<file path="config.mk">
export PLATFORM = sky130hd
export DESIGN_NAME = mac_array_ctrl_flat
export DESIGN_NICKNAME = d
export VERILOG_FILES = /design/src/rtl/mac_ctrl_pkg.sv /design/src/rtl/mac_array_ctrl_if.sv /design/src/rtl/mac_ctrl_cnt.sv /design/src/rtl/mac_array_ctrl.sv /design/src/flat_wrapper.sv
export SDC_FILE = /design/constraint.sdc
export NUM_CORES = 1
export LEC_CHECK = 0
export CAP_MARGIN = 5
export CORE_MARGIN = 4
export CORE_UTILIZATION = 55
export CTS_CLUSTER_DIAMETER = 60
export DETAILED_ROUTE_END_ITERATION = 8
export PLACE_DENSITY = 0.88
export SYNTH_ARGS = -nofsm -noshare
export SYNTH_HDL_FRONTEND = slang
export SYNTH_SLANG_ARGS = --single-unit
</file>
<file path="constraint.sdc">
create_clock -name clk -period 2.05 [get_ports clk]
set_input_delay 0.205 -clock clk [delete_from_list [all_inputs] [get_ports clk]]
set_output_delay 0.205 -clock clk [all_outputs]
set_load 0.02 [all_outputs]
</file>
<file path="src/rtl/mac_ctrl_pkg.sv">
// Shared encodings for the systolic MAC array sequencer: FSM states, array
// instruction codes and dataflow mode values.
package mac_ctrl_pkg;

  typedef enum logic [2:0] {
    S_IDLE  = 3'd0,
    S_LOAD  = 3'd1,
    S_GAP   = 3'd2,
    S_EXEC  = 3'd3,
    S_DRAIN = 3'd4,
    S_SHIFT = 3'd5,
    S_DONE  = 3'd6
  } state_t;

  localparam logic [1:0] INST_IDLE = 2'b00;
  localparam logic [1:0] INST_LOAD = 2'b01;
  localparam logic [1:0] INST_EXEC = 2'b10;

  localparam logic MODE_WS = 1'b0;
  localparam logic MODE_OS = 1'b1;

endpackage

</file>
<file path="src/rtl/mac_array_ctrl_if.sv">
// Command/L0/array-edge bundle between the MAC sequencer (slave) and its user.
// stall_cnt exists only when MAC_CTRL_PERF_EN is defined.
interface mac_array_ctrl_if #(parameter int VEC_BW = 8);
  logic              start;
  logic              mode;
  logic [VEC_BW-1:0] num_vec;
  logic              l0_empty;
  logic              l0_rd;
  logic [1:0]        inst_w;
  logic              mode_select;
  logic              output_en;
  logic              out_valid;
  logic              busy;
  logic              done;
`ifdef MAC_CTRL_PERF_EN
  logic [15:0]       stall_cnt;
`endif

  modport master (
    output start, mode, num_vec, l0_empty,
    input  l0_rd, inst_w, mode_select, output_en, out_valid, busy, done
`ifdef MAC_CTRL_PERF_EN
    , input stall_cnt
`endif
  );

  modport slave (
    input  start, mode, num_vec, l0_empty,
    output l0_rd, inst_w, mode_select, output_en, out_valid, busy, done
`ifdef MAC_CTRL_PERF_EN
    , output stall_cnt
`endif
  );
endinterface

</file>
<file path="src/rtl/mac_ctrl_cnt.sv">
// Loadable down-counter with enable and zero flag; load wins over enable.
module mac_ctrl_cnt #(
  parameter int W = 8
) (
  input  logic         clk,
  input  logic         reset,
  input  logic         load,
  input  logic         en,
  input  logic [W-1:0] val,
  output logic         zero
);
  logic [W-1:0] cnt;

  always_ff @(posedge clk) begin
    if (reset)     cnt <= '0;
    else if (load) cnt <= val;
    else if (en)   cnt <= cnt - 1'b1;
  end

  assign zero = (cnt == '0);
endmodule

</file>
<file path="src/rtl/mac_array_ctrl.sv">
// Sequencer for the ROW x COL systolic MAC array (WS and OS dataflows).
// Optional MAC_CTRL_PERF_EN adds a saturating L0 stall counter.
module mac_array_ctrl
  import mac_ctrl_pkg::*;
#(
  parameter int ROW    = 8,
  parameter int COL    = 8,
  parameter int VEC_BW = 8
) (
  input logic             clk,
  input logic             reset,
  mac_array_ctrl_if.slave bus
);
  localparam int WW = (VEC_BW > $clog2(COL + 1)) ? VEC_BW : $clog2(COL + 1);
  localparam int DW = $clog2(ROW + COL + 1);

  state_t state, state_nx;

  logic              accept, l0_rd, feeding;
  logic [VEC_BW-1:0] vec_q;
  logic              mode_q, busy_q, done_q, oen_q, ovld_q;
  logic [1:0]        inst_q;

  logic          work_ld, work_en, work_zero;
  logic [WW-1:0] work_val;
  logic          wait_ld, wait_en, wait_zero;
  logic [DW-1:0] wait_val;

  // busy_q also covers the done cycle, so a start there is still ignored
  assign accept  = (state == S_IDLE) && bus.start && !busy_q;
  assign feeding = (state == S_LOAD) || (state == S_EXEC);
  assign l0_rd   = feeding && !bus.l0_empty;

  // Counters hold N-1 so the phase ends on the cycle the last beat is issued
  mac_ctrl_cnt #(.W(WW)) u_work (
    .clk(clk), .reset(reset), .load(work_ld), .en(work_en),
    .val(work_val), .zero(work_zero)
  );

  mac_ctrl_cnt #(.W(DW)) u_wait (
    .clk(clk), .reset(reset), .load(wait_ld), .en(wait_en),
    .val(wait_val), .zero(wait_zero)
  );

  always_ff @(posedge clk) begin
    if (reset) state <= S_IDLE;
    else       state <= state_nx;
  end

  always_comb begin
    state_nx = state;
    work_ld  = 1'b0;
    work_val = '0;
    wait_ld  = 1'b0;
    wait_val = '0;
    work_en  = l0_rd && !work_zero;
    wait_en  = ((state == S_GAP) || (state == S_DRAIN) || (state == S_SHIFT)) && !wait_zero;
    case (state)
      S_IDLE: if (accept) begin
        if (bus.num_vec == '0) begin
          state_nx = S_DONE;
        end else if (bus.mode == MODE_OS) begin
          state_nx = S_EXEC;
          work_ld  = 1'b1;
          work_val = WW'(bus.num_vec) - 1'b1;
        end else begin
          state_nx = S_LOAD;
          work_ld  = 1'b1;
          work_val = WW'(COL - 1);
        end
      end
      S_LOAD: if (l0_rd && work_zero) begin
        state_nx = S_GAP;
        wait_ld  = 1'b1;
        wait_val = DW'(COL - 1);
      end
      S_GAP: if (wait_zero) begin
        state_nx = S_EXEC;
        work_ld  = 1'b1;
        work_val = WW'(vec_q) - 1'b1;
      end
      S_EXEC: if (l0_rd && work_zero) begin
        state_nx = S_DRAIN;
        wait_ld  = 1'b1;
        wait_val = DW'(ROW + COL - 1);
      end
      S_DRAIN: if (wait_zero) begin
        if (mode_q == MODE_OS) begin
          state_nx = S_SHIFT;
          wait_ld  = 1'b1;
          wait_val = DW'(ROW - 1);
        end else begin
          state_nx = S_DONE;
        end
      end
      S_SHIFT: if (wait_zero) state_nx = S_DONE;
      S_DONE:  state_nx = S_IDLE;
      default: state_nx = S_IDLE;
    endcase
  end

  // Array-facing outputs trail the FSM by one register to match L0 read latency
  always_ff @(posedge clk) begin
    if (reset) begin
      vec_q  <= '0;
      mode_q <= MODE_WS;
      busy_q <= 1'b0;
      done_q <= 1'b0;
      inst_q <= INST_IDLE;
      oen_q  <= 1'b0;
      ovld_q <= 1'b0;
    end else begin
      if (accept) begin
        vec_q  <= bus.num_vec;
        mode_q <= bus.mode;
      end
      busy_q <= (state != S_IDLE) || accept;
      done_q <= (state == S_DONE);
      if (l0_rd)                 inst_q <= (state == S_LOAD) ? INST_LOAD : INST_EXEC;
      else if (state == S_SHIFT) inst_q <= INST_EXEC;
      else                       inst_q <= INST_IDLE;
      oen_q  <= (state == S_SHIFT);
      ovld_q <= (state == S_SHIFT);
    end
  end

  assign bus.l0_rd       = l0_rd;
  assign bus.inst_w      = inst_q;
  assign bus.mode_select = mode_q;
  assign bus.output_en   = oen_q;
  assign bus.out_valid   = ovld_q;
  assign bus.busy        = busy_q;
  assign bus.done        = done_q;

`ifdef MAC_CTRL_PERF_EN
  logic [15:0] stall_q;

  always_ff @(posedge clk) begin
    if (reset)                                          stall_q <= '0;
    else if (accept)                                    stall_q <= '0;
    else if (feeding && bus.l0_empty && stall_q != 16'hFFFF) stall_q <= stall_q + 1'b1;
  end

  assign bus.stall_cnt = stall_q;
`endif
endmodule

</file>
<file path="src/flat_wrapper.sv">
// flat-port wrapper written by rule: the top's interface ports become plain ports
module mac_array_ctrl_flat import mac_ctrl_pkg::*;
#(
  parameter int ROW    = 8,
  parameter int COL    = 8,
  parameter int VEC_BW = 8
)
  (clk, reset, bus_start, bus_mode, bus_num_vec, bus_l0_empty, bus_l0_rd, bus_inst_w, bus_mode_select, bus_output_en, bus_out_valid, bus_busy, bus_done);
  mac_array_ctrl_if #(.VEC_BW(VEC_BW)) bus_i ();
  input logic clk;
  input logic reset;
  input wire logic [$bits(bus_i.start)-1:0] bus_start;
  input wire logic [$bits(bus_i.mode)-1:0] bus_mode;
  input wire logic [$bits(bus_i.num_vec)-1:0] bus_num_vec;
  input wire logic [$bits(bus_i.l0_empty)-1:0] bus_l0_empty;
  output wire logic [$bits(bus_i.l0_rd)-1:0] bus_l0_rd;
  output wire logic [$bits(bus_i.inst_w)-1:0] bus_inst_w;
  output wire logic [$bits(bus_i.mode_select)-1:0] bus_mode_select;
  output wire logic [$bits(bus_i.output_en)-1:0] bus_output_en;
  output wire logic [$bits(bus_i.out_valid)-1:0] bus_out_valid;
  output wire logic [$bits(bus_i.busy)-1:0] bus_busy;
  output wire logic [$bits(bus_i.done)-1:0] bus_done;
  assign bus_i.start = bus_start;
  assign bus_i.mode = bus_mode;
  assign bus_i.num_vec = bus_num_vec;
  assign bus_i.l0_empty = bus_l0_empty;
  assign bus_l0_rd = bus_i.l0_rd;
  assign bus_inst_w = bus_i.inst_w;
  assign bus_mode_select = bus_i.mode_select;
  assign bus_output_en = bus_i.output_en;
  assign bus_out_valid = bus_i.out_valid;
  assign bus_busy = bus_i.busy;
  assign bus_done = bus_i.done;
  mac_array_ctrl #(.ROW(ROW), .COL(COL), .VEC_BW(VEC_BW)) u_core (.clk(clk), .reset(reset), .bus(bus_i));
endmodule
</file>
==> flow_summary.ini <==
[logic_synthesis]
synth_mux_area_frac = 0.0120
synth_fp_nets = 243
synth_area_leaders = dfxtp_1 (32%), nand2_1 (7.0%), a21oi_1 (5.4%)
yosysWarnings = 0
netlist_area_mm2 = 0.00187
ys_seq_area_frac = 0.321
synth_edf_count = 0
synth_top_area_share = 0.321
synth_top_family_by_area = simple AND/OR/NAND/NOR gates
synth_flop_cell = dfxtp_1
yosys.area.top_type = dfxtp_1
ys_types = 55
async_flop_share = 0
synth-simple-area-share = 0.301
synth_xor_xnor_area_share = 0.0749
synth.most_common_cell = nand2_1
synth_compound_area_frac = 0.187
netlist_instances = 223
postSynthAreaPerCell_um2 = 8.39
synth_adder_area_share = 0.0468
ys_ff_latch = 30
yosys-top-cells-count = nand2_1 (35), dfxtp_1 (30), a21oi_1 (20)

[die]
core_mm2 = 0.00315
die_height_um = 66.3
io_pins = 21
start_util = 0.593
dieWidth_um = 66.3
rows = 20
die_area_mm2 = 0.00440

[global_routing]
gr-total-overflow = 0
grt_pass1_wl_um = 7290
grt_pass1_vias = 1630
track_usage = 0.213
antenna_found_initial = 0
grt_max_degree = 29

[power]
combinationalPowerShare = 0.558
p_seq_frac = 0.314
ir_worst_vdd_mv = 0.626
p_int_uw = 1660
power_switching_share = 0.423
p_per_area_mw_per_mm2 = 1260
p_leak_uw = 0.000869
p_clk_frac = 0.128
p_sw_uw = 1210

[worst_setup_path]
worstSetupPathType = register to register
cp.arrival_ps = 2210
required_ps = 2310
cpPeakStageDelay_ps = 440
cp_slowest_cell = or4_1
critPathLaunchType = register
crit_path_end_kind = register
crit_chain = inv_1 -> ha_1 -> nor4b_1 -> buf_4 -> o21bai_2 -> or4_1 -> xor2_1 -> nor3_1
crit_fanout = 9

[clock_tree]
cts-root-buf = clkbuf_4
clk_pin_slew_ps = 90
cts_tree = built
clock_path_buffers = 2
clock_latency_ps = 330
cts-buffers-inserted = 5
cts_num_sinks = 30
cts_resized = 0
cts_htree_levels = 2

[finish]
flow.area_growth_from_synthesis_pct = 21.8
fillerInstances = 254
diodes = 0
utilization = 0.723
postLayoutCellArea_mm2 = 0.00228
instances_no_fill = 306
drive_gt1_frac = 0.172
finalNetCount = 281

[sta]
setup_tns_ps = 0
tightest_slew_ps = 485
clock_skew_ps = 7.66
slew_viol_final = 0
setup_viol = 0
rsz0062_at_grt = no
max_freq_mhz = 513
max_slew_margin = 0.676
fin_crit_sh = 0.951
period_needed_ps = 1950
hold_violations = 0

[routing]
wl_per_cell_um = 13.9
wl_um = 4260
postRouteAntennaNets = 0
vias = 1725
vias_per_cell = 5.64
drcViolationCount = 0
dr.pass1.iters = 5
drt-initial-drc-count = 113

[hold_path]
min_path_type = input pin to register

[placed_design]
placed_area_mm2 = 0.00221
dp_hpwl_um = 3350
numPortBuffers = 20
dp_cells = 297
gp_congestion = 0.800

[run]
drv_cap = 0

[outcome]
status = finished, final reports clean
## metal layers
metal,track usage,up-vias,part of all wire
li1,-,865,-
met1,0.279,793,0.45
met2,0.342,59,0.47
met3,0.0425,8,0.063
met4,0.0838,0,0.018
met5,0,-,0
## repair_timing
item	CTS	global route
hold buffers	0	0
buffers inserted	1	0
endpoints found under the setup margin	1	0
## worst max-delay path: cells and delay by family, from the launching register on
family / cells / cell delay [ps]
XOR/XNOR: 1 / 160
flip-flops: 1 / 350
buffers and inverters: 2 / 220
AND/OR/NAND/NOR: 3 / 700
AO/OA/AOI/OAI: 1 / 260
adder cells (fa/ha/maj): 1 / 200
## cells in the final DEF (no fill, tap or decap), types with 4 or more instances in the layout
master / count
clkdlybuf4s50_1: 20
nor2_1: 19
ha_1: 7
inv_1: 13
xor2_1: 8
nor3_1: 4
nand3_1: 5
xnor2_1: 8
buf_4: 20
clkbuf_4: 5
dfxtp_1: 30
a21oi_1: 20
nand2_1: 35
nor3b_1: 4
## final timing paths
kind / slack [ps] / endpoint / cells past startpoint / startpoint
setup / recovery: 100 / u_core.u_wait.cnt[4] / 8 / u_core.u_wait.cnt[0]
hold / removal: 490 / u_core.u_work.cnt[3] / 2 / reset
setup reg to reg: 100 / u_core.u_wait.cnt[4] / 8 / u_core.u_wait.cnt[0]
hold reg to reg: 500 / u_core.vec_q[7] / 2 / u_core.vec_q[7]
## stage by stage
stage               setup WS [ps]  hold WS, ps  total power (uW)
detailed placement           4.15          490              2480
CTS                          98.0          488              2850
finish                       99.9          488              2870
global placement             49.2          474              2420
global route                 27.5          497              3080
floorplan                     252          341              2050
## cells by family (layout without fill, tap and decap cells)
logic type,count (synthesis),in the layout
simple gates,99,99
compound gates,47,47
flops,30,30
buf+inv,22,61
xor+xnor,16,16
fa+ha+maj,7,7
mux,2,2
## final cells by class
type,count,area (um^2),share of cell area
clock inverters,1,5.00,0.00220
multi-input cells,171,1160,0.511
flip-flops and latches,30,601,0.264
well taps,44,55.1,0.0242
repair buffers,40,350,0.154
inverters,13,48.8,0.0214
clock buffers,7,55.1,0.0242
## sequential cells by signal, indices dropped and copies added, names as in the netlist
register,cells
u_core.bus.output_en,1
u_core.bus.done,1
u_core.u_work.cnt,8
u_core.bus.mode_select,1
u_core.u_wait.cnt,5
u_core.bus.busy,1
u_core.state,3
u_core.bus.inst_w,2
u_core.vec_q,8
## power by group through the flow
stage / clock, uW / sequential, uW / combinational (uW)
floorplan: 0 / 870 / 1180
global placement: 0 / 902 / 1520
detailed placement: 0 / 910 / 1570
CTS: 371 / 896 / 1590
global route: 407 / 923 / 1750
finish: 368 / 901 / 1600
No activity file was read; power rests on OpenSTA's default activity.
